`src/rtl/cmp_share_arbiter_if.sv`:
```
// Request/response bundle for the shared comparator arbiter.
// Master: requesters plus response consumer. Slave: the arbiter.
interface cmp_share_arbiter_if #(
   parameter int NREQ  = 4,
   parameter int WIDTH = 4,
   parameter int IDW   = 2
);
   logic [NREQ-1:0]       req_valid;
   logic [NREQ-1:0]       req_ready;
   logic [NREQ*WIDTH-1:0] req_a;
   logic [NREQ*WIDTH-1:0] req_b;
   logic                  rsp_valid;
   logic                  rsp_ready;
   logic [IDW-1:0]        rsp_id;
   logic                  rsp_g;
   logic                  rsp_e;
   logic                  rsp_l;
   logic                  rsp_err;

   modport master (
      output req_valid, req_a, req_b, rsp_ready,
      input  req_ready, rsp_valid, rsp_id,
      input  rsp_g, rsp_e, rsp_l, rsp_err
   );

   modport slave (
      input  req_valid, req_a, req_b, rsp_ready,
      output req_ready, rsp_valid, rsp_id,
      output rsp_g, rsp_e, rsp_l, rsp_err
   );
endinterface

```
`src/rtl/cmp_share_arbiter.sv`:
```
// Round-robin sharing of one magnitude comparator among NREQ requesters.
// Operands are registered into the comparator; the result returns with its ID.
module cmp_share_arbiter #(
   parameter int NREQ  = 4,
   parameter int WIDTH = 4,
   parameter int IDW   = 2
) (
   input  logic             clk,
   input  logic             rst_n,
   cmp_share_arbiter_if.slave bus,
   output logic [WIDTH-1:0] cmp_a,
   output logic [WIDTH-1:0] cmp_b,
   input  logic             cmp_g,
   input  logic             cmp_e,
   input  logic             cmp_l,
   output logic             busy
);

   typedef enum logic [1:0] {
      IDLE,
      EVAL,
      RESP
   } state_t;

   state_t         state_q;
   state_t         state_d;
   logic [IDW-1:0] rr_q;
   logic [IDW-1:0] grant;
   logic           grant_vld;
   logic [IDW:0]   scan;
   logic           onehot;

   logic           rsp_valid_q;
   logic [IDW-1:0] rsp_id_q;
   logic           rsp_g_q;
   logic           rsp_e_q;
   logic           rsp_l_q;
   logic           rsp_err_q;

   // Search for the first pending request at or above rr_q, wrapping.
   always_comb begin
      grant_vld = 1'b0;
      grant     = '0;
      scan      = '0;
      for (int k = 0; k < NREQ; k++) begin
         scan = {1'b0, rr_q} + (IDW+1)'(k);
         if (scan >= (IDW+1)'(NREQ))
            scan = scan - (IDW+1)'(NREQ);
         if (!grant_vld && bus.req_valid[scan[IDW-1:0]]) begin
            grant_vld = 1'b1;
            grant     = scan[IDW-1:0];
         end
      end
   end

   // One-hot accept pulse, only while idle.
   always_comb begin
      bus.req_ready = '0;
      if (state_q == IDLE && grant_vld)
         bus.req_ready = NREQ'(1) << grant;
   end

   // State register.
   always_ff @(posedge clk or negedge rst_n) begin
      if (!rst_n)
         state_q <= IDLE;
      else
         state_q <= state_d;
   end

   // Next-state logic.
   always_comb begin
      state_d = state_q;
      unique case (state_q)
         IDLE: if (grant_vld) state_d = EVAL;
         EVAL: state_d = RESP;
         RESP: if (bus.rsp_ready) state_d = IDLE;
         default: state_d = IDLE;
      endcase
   end

   assign onehot = (cmp_g & ~cmp_e & ~cmp_l)
                 | (~cmp_g & cmp_e & ~cmp_l)
                 | (~cmp_g & ~cmp_e & cmp_l);

   // Operand capture, result capture and response/pointer bookkeeping.
   always_ff @(posedge clk or negedge rst_n) begin
      if (!rst_n) begin
         rr_q        <= '0;
         cmp_a       <= '0;
         cmp_b       <= '0;
         rsp_valid_q <= 1'b0;
         rsp_id_q    <= '0;
         rsp_g_q     <= 1'b0;
         rsp_e_q     <= 1'b0;
         rsp_l_q     <= 1'b0;
         rsp_err_q   <= 1'b0;
      end else begin
         unique case (state_q)
            IDLE: begin
               if (grant_vld) begin
                  cmp_a    <= bus.req_a[int'(grant)*WIDTH +: WIDTH];
                  cmp_b    <= bus.req_b[int'(grant)*WIDTH +: WIDTH];
                  rsp_id_q <= grant;
               end
            end
            EVAL: begin
               rsp_g_q     <= cmp_g;
               rsp_e_q     <= cmp_e;
               rsp_l_q     <= cmp_l;
               rsp_err_q   <= ~onehot;
               rsp_valid_q <= 1'b1;
            end
            RESP: begin
               if (bus.rsp_ready) begin
                  rsp_valid_q <= 1'b0;
                  if (rsp_id_q == IDW'(NREQ-1))
                     rr_q <= '0;
                  else
                     rr_q <= rsp_id_q + IDW'(1);
               end
            end
            default: ;
         endcase
      end
   end

   assign bus.rsp_valid = rsp_valid_q;
   assign bus.rsp_id    = rsp_id_q;
   assign bus.rsp_g     = rsp_g_q;
   assign bus.rsp_e     = rsp_e_q;
   assign bus.rsp_l     = rsp_l_q;
   assign bus.rsp_err   = rsp_err_q;
   assign busy          = (state_q != IDLE);

endmodule

```
`src/flat_wrapper.sv`:
```
// flat-port wrapper written by rule: the top's interface ports become plain ports
module cmp_share_arbiter_flat 
#(
   parameter int NREQ  = 4,
   parameter int WIDTH = 4,
   parameter int IDW   = 2
)
  (clk, rst_n, cmp_a, cmp_b, cmp_g, cmp_e, cmp_l, busy, bus_req_valid, bus_req_a, bus_req_b, bus_rsp_ready, bus_req_ready, bus_rsp_valid, bus_rsp_id, bus_rsp_g, bus_rsp_e, bus_rsp_l, bus_rsp_err);
  cmp_share_arbiter_if #(.NREQ(NREQ), .WIDTH(WIDTH), .IDW(IDW)) bus_i ();
  input  logic clk;
  input  logic rst_n;
  output logic [WIDTH-1:0] cmp_a;
  output logic [WIDTH-1:0] cmp_b;
  input  logic cmp_g;
  input  logic cmp_e;
  input  logic cmp_l;
  output logic busy;
  input wire logic [$bits(bus_i.req_valid)-1:0] bus_req_valid;
  input wire logic [$bits(bus_i.req_a)-1:0] bus_req_a;
  input wire logic [$bits(bus_i.req_b)-1:0] bus_req_b;
  input wire logic [$bits(bus_i.rsp_ready)-1:0] bus_rsp_ready;
  output wire logic [$bits(bus_i.req_ready)-1:0] bus_req_ready;
  output wire logic [$bits(bus_i.rsp_valid)-1:0] bus_rsp_valid;
  output wire logic [$bits(bus_i.rsp_id)-1:0] bus_rsp_id;
  output wire logic [$bits(bus_i.rsp_g)-1:0] bus_rsp_g;
  output wire logic [$bits(bus_i.rsp_e)-1:0] bus_rsp_e;
  output wire logic [$bits(bus_i.rsp_l)-1:0] bus_rsp_l;
  output wire logic [$bits(bus_i.rsp_err)-1:0] bus_rsp_err;
  assign bus_i.req_valid = bus_req_valid;
  assign bus_i.req_a = bus_req_a;
  assign bus_i.req_b = bus_req_b;
  assign bus_i.rsp_ready = bus_rsp_ready;
  assign bus_req_ready = bus_i.req_ready;
  assign bus_rsp_valid = bus_i.rsp_valid;
  assign bus_rsp_id = bus_i.rsp_id;
  assign bus_rsp_g = bus_i.rsp_g;
  assign bus_rsp_e = bus_i.rsp_e;
  assign bus_rsp_l = bus_i.rsp_l;
  assign bus_rsp_err = bus_i.rsp_err;
  cmp_share_arbiter #(.NREQ(NREQ), .WIDTH(WIDTH), .IDW(IDW)) u_core (.clk(clk), .rst_n(rst_n), .bus(bus_i), .cmp_a(cmp_a), .cmp_b(cmp_b), .cmp_g(cmp_g), .cmp_e(cmp_e), .cmp_l(cmp_l), .busy(busy));
endmodule
```
`config.mk`:
```
export PLATFORM = sky130hd
export DESIGN_NAME = cmp_share_arbiter_flat
export DESIGN_NICKNAME = d
export VERILOG_FILES = /design/src/rtl/cmp_share_arbiter_if.sv /design/src/rtl/cmp_share_arbiter.sv /design/src/flat_wrapper.sv
export SDC_FILE = /design/constraint.sdc
export NUM_CORES = 1
export LEC_CHECK = 0
export ABC_AREA = 1
export CORE_UTILIZATION = 43
export CTS_CLUSTER_DIAMETER = 200
export CTS_CLUSTER_SIZE = 28
export DETAILED_ROUTE_END_ITERATION = 7
export MAX_ROUTING_LAYER = met4
export PLACE_DENSITY = 0.82
export RECOVER_POWER = 25
export SLEW_MARGIN = 20
export SYNTH_ARGS = -nofsm -noshare
export SYNTH_HDL_FRONTEND = slang
export SYNTH_SLANG_ARGS = --single-unit
```
`constraint.sdc`:
```
create_clock -name clk -period 1.8 [get_ports clk]
set_input_delay 0.18 -clock clk [delete_from_list [all_inputs] [get_ports clk]]
set_output_delay 0.18 -clock clk [all_outputs]
set_load 0.01 [all_outputs]
```
==> qor.yml, run 1 <==
drt.antenna.violating_nets: 0
cp-start-kind: "register"
die_w_um: 60.27
drt_iter0_drc: 65
fin_area_um2: 2490
max_freq_ghz: 0.4845
cts.sinks: 19
synth_nets: 258
start_util: 0.4668
clock-root-buffer: "clkbuf_4"
rsz0062_at_grt: "true"
ioPinCount: 62
required_ps: 1620
drv_slew: 0
nFillCells: 227
grt_pass1_wl_mm: 6.299
track_usage: 0.2317
row_count: 20
ys_warn_count: 0
final_nets: 346
cts_made_buffers: 3
min_period_over_period: 1.147
placed_area_um2: 2207
grt_overflow: 0
setup-violations-final: 12
setup_slack_ps: -263.8
grt_pass1_vias: 1596
ys_seq_elements: 19
skew_ps: 3.523
yosys.cell_types.count: 28
hold_depth: 2
outcome: "finished with violations"
insertion_delay_ps: 290
dp_hpwl_mm: 2.896
syn_to_final_growth_pct: 70.52
violations: "setup timing"
holdCritPathClass: "register to register"
vias: 1675
die_h_um: 60.27
viasPerCell: 4.841
post-route-util: 0.7960
tightest_slew_ps: 989.1
synth.avg_cell_area_um2: 6.791
cts.clk_slew.worst_paths_ps: 100
arrival_ps: 1880
crit_path_end_kind: "primary output"
htreeDepth: 1
dieArea_um2: 3632
yosysTopAreaCellShare: 0.3256
synthTopCellsByArea: "dfrtp_1, nand2_1, nand3_1"
critPathKind: "register to primary output"
reg2regPathDepth: 14
cts_tree: "built"
power_w: 0.004978
antenna_found_initial: 0
ys_seq_area_frac: 0.3256
wl_per_cell_um: 12.21
wl_mm: 4.225
hold_buffers: 0
min_period_ps: 2064
drc: 0
fin_setup_tns_ps: -2239
antenna_cells: 0
first_pass_iters: 4
finalHoldViolCount: 0
grt_max_degree: 22
cts.path.max_buffers: 2
layout-drive-gt1-share: 0.3013
whs_ps: 481.5
crit_fanout: 8
syn_inst: 215
synth.largest_area_cell: "dfrtp_1"
core-area_um2: 3128
pwr_density_cell_nw_per_um2: 1999
vdd_drop_max_mv: 1.007
place.gp.congestion: 0.7987
relSlewSlack: 0.3406
syn_area_um2: 1460
p_leak_nw: 1.241
portBuffers: 61
drv_cap: 0
[worst paths after layout]
check | from | end | slack [ps]
worst max register to register | u_core.rr_q[0] | u_core.cmp_a[1] | -170
worst min-delay path | u_core.bus.rsp_valid | u_core.bus.rsp_valid | 480
worst min register to register | u_core.bus.rsp_valid | u_core.bus.rsp_valid | 480
min in group asynchronous | rst_n | u_core.bus.rsp_id[0] | 560
worst max-delay path | u_core.rr_q[0] | bus_req_ready[1] | -260
max in group asynchronous | rst_n | u_core.rr_q[1] | 580
[cell type report]
class | instances | area, µm² | area share
multi-input combinational | 154 | 969.7 | 0.3894
timing repair buffer | 89 | 815.8 | 0.3276
sequential | 19 | 478.0 | 0.1920
inverter | 36 | 145.1 | 0.05829
tap | 44 | 55.05 | 0.02211
clock buffer | 4 | 26.28 | 0.01055
[power breakdown]
part           switching (W)  leakage (nW)  total, W  internal [W]
registers           0.000178         0.226  0.000836      0.000658
clock network       0.000121        0.0150  0.000207     0.0000861
logic                0.00216          1.00   0.00393       0.00177
[cells in the final DEF, fill, tap and decap left out, types with 2 or more instances in the layout]
cell,count
inv_4,2
o21ai_0,4
nand3_4,2
dfrtp_1,17
nand2_1,50
nand3_1,21
nand2_2,18
nand2_4,12
nor2_1,8
nor2_4,2
buf_4,22
buf_6,5
nand3b_1,6
buf_2,4
inv_1,31
nand3_2,8
nor2_2,5
clkbuf_1,2
o211ai_1,5
dfrtp_2,2
nor3_1,3
clkbuf_4,3
clkdlybuf4s50_1,56
[layer usage]
layer / global-route usage / wire length [µm]
met5: - / 0
met4: 0.05980 / 26
met3: 0.03463 / 160
met2: 0.4301 / 2316
met1: 0.2537 / 1722
[synth_stat cells (all sizes together)]
| master | n |
|---|---|
| nand3 | 31 |
| dfrtp | 19 |
| o211ai | 5 |
| nor2 | 16 |
| o21ai | 5 |
| o21a | 1 |
| ha | 1 |
| nand4 | 1 |
| nand2 | 81 |
| o41ai | 1 |
| o31ai | 1 |
| clkinv | 1 |
| nor3 | 3 |
| a21oi | 2 |
| inv | 35 |
| nand3b | 6 |
| buf | 6 |
[registers in the layout, summed over array words and instances (netlist names)]
signal / cells
u_core.bus.rsp_valid: 1
u_core.bus.rsp_e: 1
u_core.rr_q: 2
u_core.bus.rsp_id: 2
u_core.state_q: 2
u_core.bus.rsp_err: 1
u_core.bus.rsp_g: 1
u_core.cmp_a: 4
u_core.cmp_b: 4
u_core.bus.rsp_l: 1
[cells by family after synthesis]
group / count (synthesis) / share of synthesized area
simple gates: 138 / 0.4636
fa+ha+maj: 1 / 0.008568
compound gates: 15 / 0.07113
flops: 19 / 0.3256
buf+inv: 42 / 0.1311
[critical path: stages (launching register included)]
cell and delay (ps):
dfrtp_2 460, clkinv_4 150, nand2_4 110, nand3_2 120, nand2_4 140, nor2_8 50, nand3b_1 100, nand2_2 80
inv_4 90, nand3_4 70, nor2_1 100, buf_2 130
[metrics by stage]
stage	cells	setup WS (ps)
6_report	346	-263.8
5_1_grt	346	-369.9
4_1_cts	344	-201.3
3_5_place_dp	332	-492.1
3_3_place_gp	332	-441.9
2_1_floorplan	215	54.59
[what timing repair did]
item / in CTS / in global routing
cloned: 0 / 0
pin swaps: 16 / 15
buffers inserted: 10 / 3
endpoints found under the hold margin: 0 / 0
setup endpoints to repair: 13 / 13
gates resized for setup: 46 / 26
(Power assumes the default switching activity.)
==> inputs of run 2 (changes only) <==
Settings changed: CELL_PAD_IN_SITES_DETAIL_PLACEMENT set to 1, CELL_PAD_IN_SITES_GLOBAL_PLACEMENT set to 1, CORE_UTILIZATION 43 to 29, CTS_CLUSTER_SIZE 28 to 40.
==> qor.yml, run 2 (synthesized netlist as in run 1, its figures left out) <==
drc: 0  # unchanged
crit_path_end_kind: "primary output"  # unchanged
required_ps: 1620  # about the same
setup_slack_ps: -273.7  # was -263.8 ps
drt.antenna.violating_nets: 0  # unchanged
insertion_delay_ps: 260  # was 290 ps
skew_ps: 4.872  # was 3.523 ps
dieArea_um2: 5322  # was 3632 µm²
combPwrFrac: 0.793  # was 0.790
rsz0062_at_grt: "true"  # unchanged
row_count: 25  # was 20
outcome: "finished with violations"  # unchanged
cts_tree: "built"  # unchanged
min_period_over_period: 1.152  # was 1.147
antenna_cells: 0  # unchanged
whs_ps: 479.6  # was 481.5 ps
die_h_um: 72.96  # was 60.27 µm
start_util: 0.3051  # was 0.4668
grt_overflow: 0  # unchanged
antenna_found_initial: 0  # unchanged
relSlewSlack: 0.3185  # was 0.3406
intPower_w: 0.002754  # was 0.002517 W
wl_per_cell_um: 14.29  # was 12.21 µm
ioPinCount: 62  # unchanged
final_common_cell: "clkdlybuf4s50_1"  # unchanged
cp-start-kind: "register"  # unchanged
cts_made_buffers: 3  # unchanged
setup-violations-final: 13  # was 12
wl_mm: 5.359  # was 4.225 mm
syn_to_final_growth_pct: 78.06  # was 70.52%
tightest_slew_ps: 1022  # was 989.1 ps
p_leak_nw: 1.296  # was 1.241 nW
max_freq_ghz: 0.4822  # was 0.4845 GHz
vias: 1745  # was 1675
slowest_delay_ps: 480  # was 460 ps
min_period_ps: 2074  # was 2064 ps
die_w_um: 72.96  # was 60.27 µm
cts.sinks: 19  # unchanged
seqPwrFrac: 0.152  # was 0.168
crit_chain: "buf_4, nand2_1, nand2_2, nand2_4, nand2_4, nor2_8, nand3b_1, nand2_2, inv_4, nand3_4, nor2_1, buf_2"  # was clkinv_4, nand2_4, nand3_2, nand2_4, nor2_8, nand3b_1, nand2_2, inv_4, nand3_4, nor2_1, buf_2
crit_buf_inv: 3  # unchanged
netSwitchingFraction: 0.4948  # was 0.4944
power_w: 0.005452  # was 0.004978 W
drv_cap: 0  # unchanged
holdCritPathClass: "register to register"  # unchanged
layout-drive-gt1-share: 0.3149  # was 0.3013
grt_pass1_vias: 1891  # was 1596
finalHoldViolCount: 0  # unchanged
mostFrequentLayoutCells: "clkdlybuf4s50_1, nand2_1, inv_1"  # unchanged
fin_setup_tns_ps: -2764  # was -2239 ps
grt_max_degree: 22  # unchanged
grt_pass1_wl_mm: 8.500  # was 6.299 mm
drv_slew: 0  # unchanged
final_nets: 352  # was 346
dp_hpwl_mm: 3.647  # was 2.896 mm
vdd_drop_max_mv: 1.017  # was 1.007 mV
first_pass_iters: 4  # unchanged
cp_top_family: "simple AND/OR/NAND/NOR gates"  # unchanged
place_ws_ps: -559.6  # was -492.1 ps
p_switching_w: 0.002698  # was 0.002461 W
critPathKind: "register to primary output"  # unchanged
hold_buffers: 0  # unchanged
grt_busiest_layer: "met2"  # unchanged
htreeDepth: 1  # unchanged
clock_power_share: 0.055  # was 0.042
arrival_ps: 1890  # was 1880 ps
crit_fanout: 5  # was 8
worst_path_max_delay_cell: "dfrtp_2"  # unchanged
portBuffers: 61  # unchanged
violations: "setup timing"  # unchanged
met1_usage: 0.2395  # was 0.2537
cts.clk_slew.worst_paths_ps: 80  # was 100 ps
grt_use_met3: 0.03177  # was 0.03463
post-route-util: 0.5433  # was 0.7960
viasPerCell: 4.653  # was 4.841
track_usage: 0.2099  # was 0.2317
drt_iter0_drc: 71  # was 65
top_regs: "u_core.cmp_a: 4 flops, u_core.cmp_b: 4 flops"  # unchanged
grtUsageMet2: 0.3801  # was 0.4301
core-area_um2: 4786  # was 3128 µm²
clock-root-buffer: "clkbuf_8"  # was clkbuf_4
place.gp.congestion: 0.8508  # was 0.7987
pwr_density_cell_nw_per_um2: 2097  # was 1999 nW/µm²
cts.path.max_buffers: 2  # unchanged
run 2: cell type report:
class	count	area, µm²
fill	589	2186
clock buffer	3	41.29
clock inverter	1	5.005
sequential	19	478.0
tap	67	83.83
timing repair buffer	95	868.3
multi-input combinational	154	978.4
inverter	36	145.1
run 2: repair_timing:
| item | 4_1_cts | 5_1_grt |
|---|---|---|
| setup endpoints to repair | 13 | 14 |
| pin swaps | 15 | 10 |
| buffers inserted | 9 | 2 |
| gates resized for setup | 43 | 30 |
run 2: per-layer routing:
metal | part of all wire | vias to the layer above
li1 | - | 864
met1 | 0.41 | 822
met2 | 0.54 | 49
met5 | 0 | -
met3 | 0.031 | 10
met4 | 0.016 | 0
run 2: path summary, 6_finish.rpt:
check / from / to / slack [ps] / cells after the start
max: u_core.rr_q[0] / bus_req_ready[3] / -270 / 12
min: u_core.bus.rsp_valid / u_core.bus.rsp_valid / 480 / 2
max reg2reg: u_core.rr_q[0] / u_core.cmp_b[2] / -230 / 12
min reg2reg: u_core.bus.rsp_valid / u_core.bus.rsp_valid / 480 / 2
max in group asynchronous: rst_n / u_core.rr_q[0] / 510 / 2
min in group asynchronous: rst_n / u_core.bus.rsp_g / 610 / 2
run 2: power groups by stage:
stage                     Clock (W)  Sequential [W]  Combinational, W
after detailed placement          0        0.000816           0.00346
final                      0.000300        0.000830           0.00432
after CTS                  0.000305        0.000814           0.00387
after floorplan                   0        0.000868           0.00204
after global placement            0        0.000809           0.00338
after global routing       0.000320        0.000858           0.00468
run 2: stage by stage:
| step | instance area (µm²) | std cells |
|---|---|---|
| floorplan | 1460 | 215 |
| global placement | 2273 | 360 |
| detailed placement | 2273 | 360 |
| CTS | 2464 | 373 |
| global route | 2600 | 375 |
| finish | 2600 | 375 |
run 2: worst reg2reg max path, delay by kind of cell (launching register included):
kind | cells | cell delay [ps]
and+or+nand+nor | 7 | 820
DFF | 1 | 470
buffers and inverters | 5 | 680
==> inputs of run 3 (changes only) <==
Settings changed: CORE_UTILIZATION 29 to 30, CTS_BUF_LIST set to sky130_fd_sc_hd__clkbuf_8, GPL_TIMING_DRIVEN set to 0, PLACE_DENSITY 0.82 to 0.84.
==> qor.yml, run 3 (synthesized netlist as in run 1, its figures left out) <==
outcome: "finished with violations"  # unchanged
violations: "DRC, setup timing"  # was setup timing
die_h_um: 71.77  # was 72.96 µm
post-route-util: 0.5440  # was 0.5433
pwr_density_cell_nw_per_um2: 2174  # was 2097 nW/µm²
cts_tree: "built"  # unchanged
syn_to_final_growth_pct: 74.81  # was 78.06%
layout-drive-gt1-share: 0.2785  # was 0.3149
intPower_w: 0.002769  # was 0.002754 W
seqPwrFrac: 0.150  # was 0.152
min_period_ps: 2197  # was 2074 ps
final_nets: 342  # was 352
die_w_um: 71.77  # was 72.96 µm
drt.antenna.violating_nets: 0  # unchanged
vias: 1725  # was 1745
drt_iter0_drc: 54  # was 71
netSwitchingFraction: 0.5009  # was 0.4948
final_common_cell: "clkdlybuf4s50_1"  # unchanged
min_period_over_period: 1.221  # was 1.152
m1WireLength_mm: 2.082  # was 2.183 mm
clock-root-buffer: "clkbuf_8"  # unchanged
setup_slack_ps: -397.0  # was -273.7 ps
place.gp.congestion: 0.7926  # was 0.8508
grt_max_degree: 20  # was 22
dieArea_um2: 5150  # was 5322 µm²
clock_power_share: 0.054  # was 0.055
required_ps: 1620  # about the same
skew_ps: 5.160  # was 4.872 ps
dr_wl_met3_um: 175  # was 167 µm
drc: 1  # was 0
grt_pass1_vias: 1678  # was 1891
track_usage: 0.1972  # was 0.2099
crit_fanout: 5  # unchanged
drv_slew: 0  # unchanged
max_freq_ghz: 0.4552  # was 0.4822 GHz
arrival_ps: 2020  # was 1890 ps
holdCritPathClass: "input pin to async pin"  # was register to register
critPathKind: "register to primary output"  # unchanged
drv_cap: 0  # unchanged
cts.clk_slew.worst_paths_ps: 70  # was 80 ps
viasPerCell: 4.901  # was 4.653
wl_per_cell_um: 14.61  # was 14.29 µm
dr_wl_met2_mm: 2.730  # was 2.919 mm
finalHoldViolCount: 0  # unchanged
core-area_um2: 4692  # was 4786 µm²
nFillCells: 579  # was 589
cts.sinks: 19  # unchanged
power_w: 0.005548  # was 0.005452 W
tightest_slew_ps: 866.5  # was 1022 ps
start_util: 0.3112  # was 0.3051
top_regs: "u_core.cmp_a: 4 flops, u_core.cmp_b: 4 flops"  # unchanged
combPwrFrac: 0.796  # was 0.793
grt_overflow: 0  # unchanged
row_count: 25  # unchanged
ioPinCount: 62  # unchanged
maxUsedRoutingLayer: "met4"  # unchanged
p_leak_nw: 1.254  # was 1.296 nW
cp-start-kind: "register"  # unchanged
wl_mm: 5.142  # was 5.359 mm
htreeDepth: 1  # unchanged
final_cells: 352  # was 375
p_switching_w: 0.002779  # was 0.002698 W
dp.cells: 330  # was 360
rsz0062_at_grt: "true"  # unchanged
dp_hpwl_mm: 3.263  # was 3.647 mm
grt_pass1_wl_mm: 7.755  # was 8.500 mm
relSlewSlack: 0.4204  # was 0.3185
portBuffers: 61  # unchanged
insertion_delay_ps: 260  # about the same
cts.path.max_buffers: 2  # unchanged
mostFrequentLayoutCells: "clkdlybuf4s50_1, nand2_1, inv_1"  # unchanged
first_pass_iters: 8  # was 4
cts_made_buffers: 3  # unchanged
antenna_found_initial: 0  # unchanged
antenna_cells: 0  # unchanged
vdd_drop_max_mv: 0.8696  # was 1.017 mV
setup-violations-final: 13  # unchanged
crit_path_end_kind: "primary output"  # unchanged
-- run 3: cell count changes in the layout (fill, tap and decap cells not counted), sizes merged --
cell and change:
clkbuf -1, buf -9
-- run 3: cell type report --
class                           instances  area [µm²]  share of cell area
Clock inverter                          1       5.005            0.001961
Timing Repair Buffer                   79       735.7              0.2882
Sequential cell                        19       478.0              0.1873
Clock buffer                            3       41.29             0.01618
Multi-Input combinational cell        154       993.5              0.3892
Tap cell                               54       67.56             0.02647
Buffer                                  6       78.83             0.03088
Inverter                               36       152.6             0.05980
-- run 3: routing by layer --
metal  vias to the layer above  track usage
met2                        54       0.3574
met1                       806       0.2302
met3                        19      0.03094
met5                         -            -
met4                         0      0.03922
li1                        846            -
-- run 3: repair_timing --
action,CTS,global route
hold buffers,0,0
pin swaps,11,9
cloned,1,0
buffers inserted,11,8
gates resized for setup,47,33
setup endpoints to repair,14,14
-- run 3: path summary, 6_finish.rpt --
check	from	end	slack, ps	depth (start not counted)
setup / recovery	u_core.rr_q[0]	bus_req_ready[2]	-400	13
setup reg to reg	u_core.rr_q[0]	u_core.cmp_b[2]	-330	12
min in group clk	u_core.cmp_b[3]	u_core.cmp_b[3]	480	2
max in group asynchronous	rst_n	u_core.rr_q[1]	740	1
hold reg to reg	u_core.cmp_b[3]	u_core.cmp_b[3]	480	2
hold / removal	rst_n	u_core.rr_q[0]	470	1
-- run 3: stage by stage --
step                      hold WS [ps]  TNS (ps)  worst slack [ps]  cell area, µm²
final                            473.3     -3589            -397.0            2552
after global routing             501.1     -4763            -502.8            2552
after CTS                        432.6     -1971            -283.5            2357
after detailed placement         464.2     -5527            -842.2            2138
after global placement           457.1     -4985            -810.8            2138
after floorplan                 -115.6         0             54.59            1460
-- run 3: critical path, cell delays in order, from the launching register on --
cell,delay [ps]
dfrtp_2,460
buf_8,170
nand2_4,80
nand2_8,70
nand2_2,110
o21ai_4,70
buf_4,150
nand3_4,90
nand2_4,70
nand2_4,80
buf_6,100
nand2_2,40
nor2_1,100
buf_2,160
-- run 3: power groups by stage --
stage          clock network, W  logic (W)  registers, W
3_3_place_gp                  0    0.00308      0.000808
4_1_cts                0.000308    0.00374      0.000822
6_report               0.000302    0.00442      0.000831
3_5_place_dp                  0    0.00316      0.000813
2_1_floorplan                 0    0.00204      0.000868
5_1_grt                0.000328    0.00476      0.000859
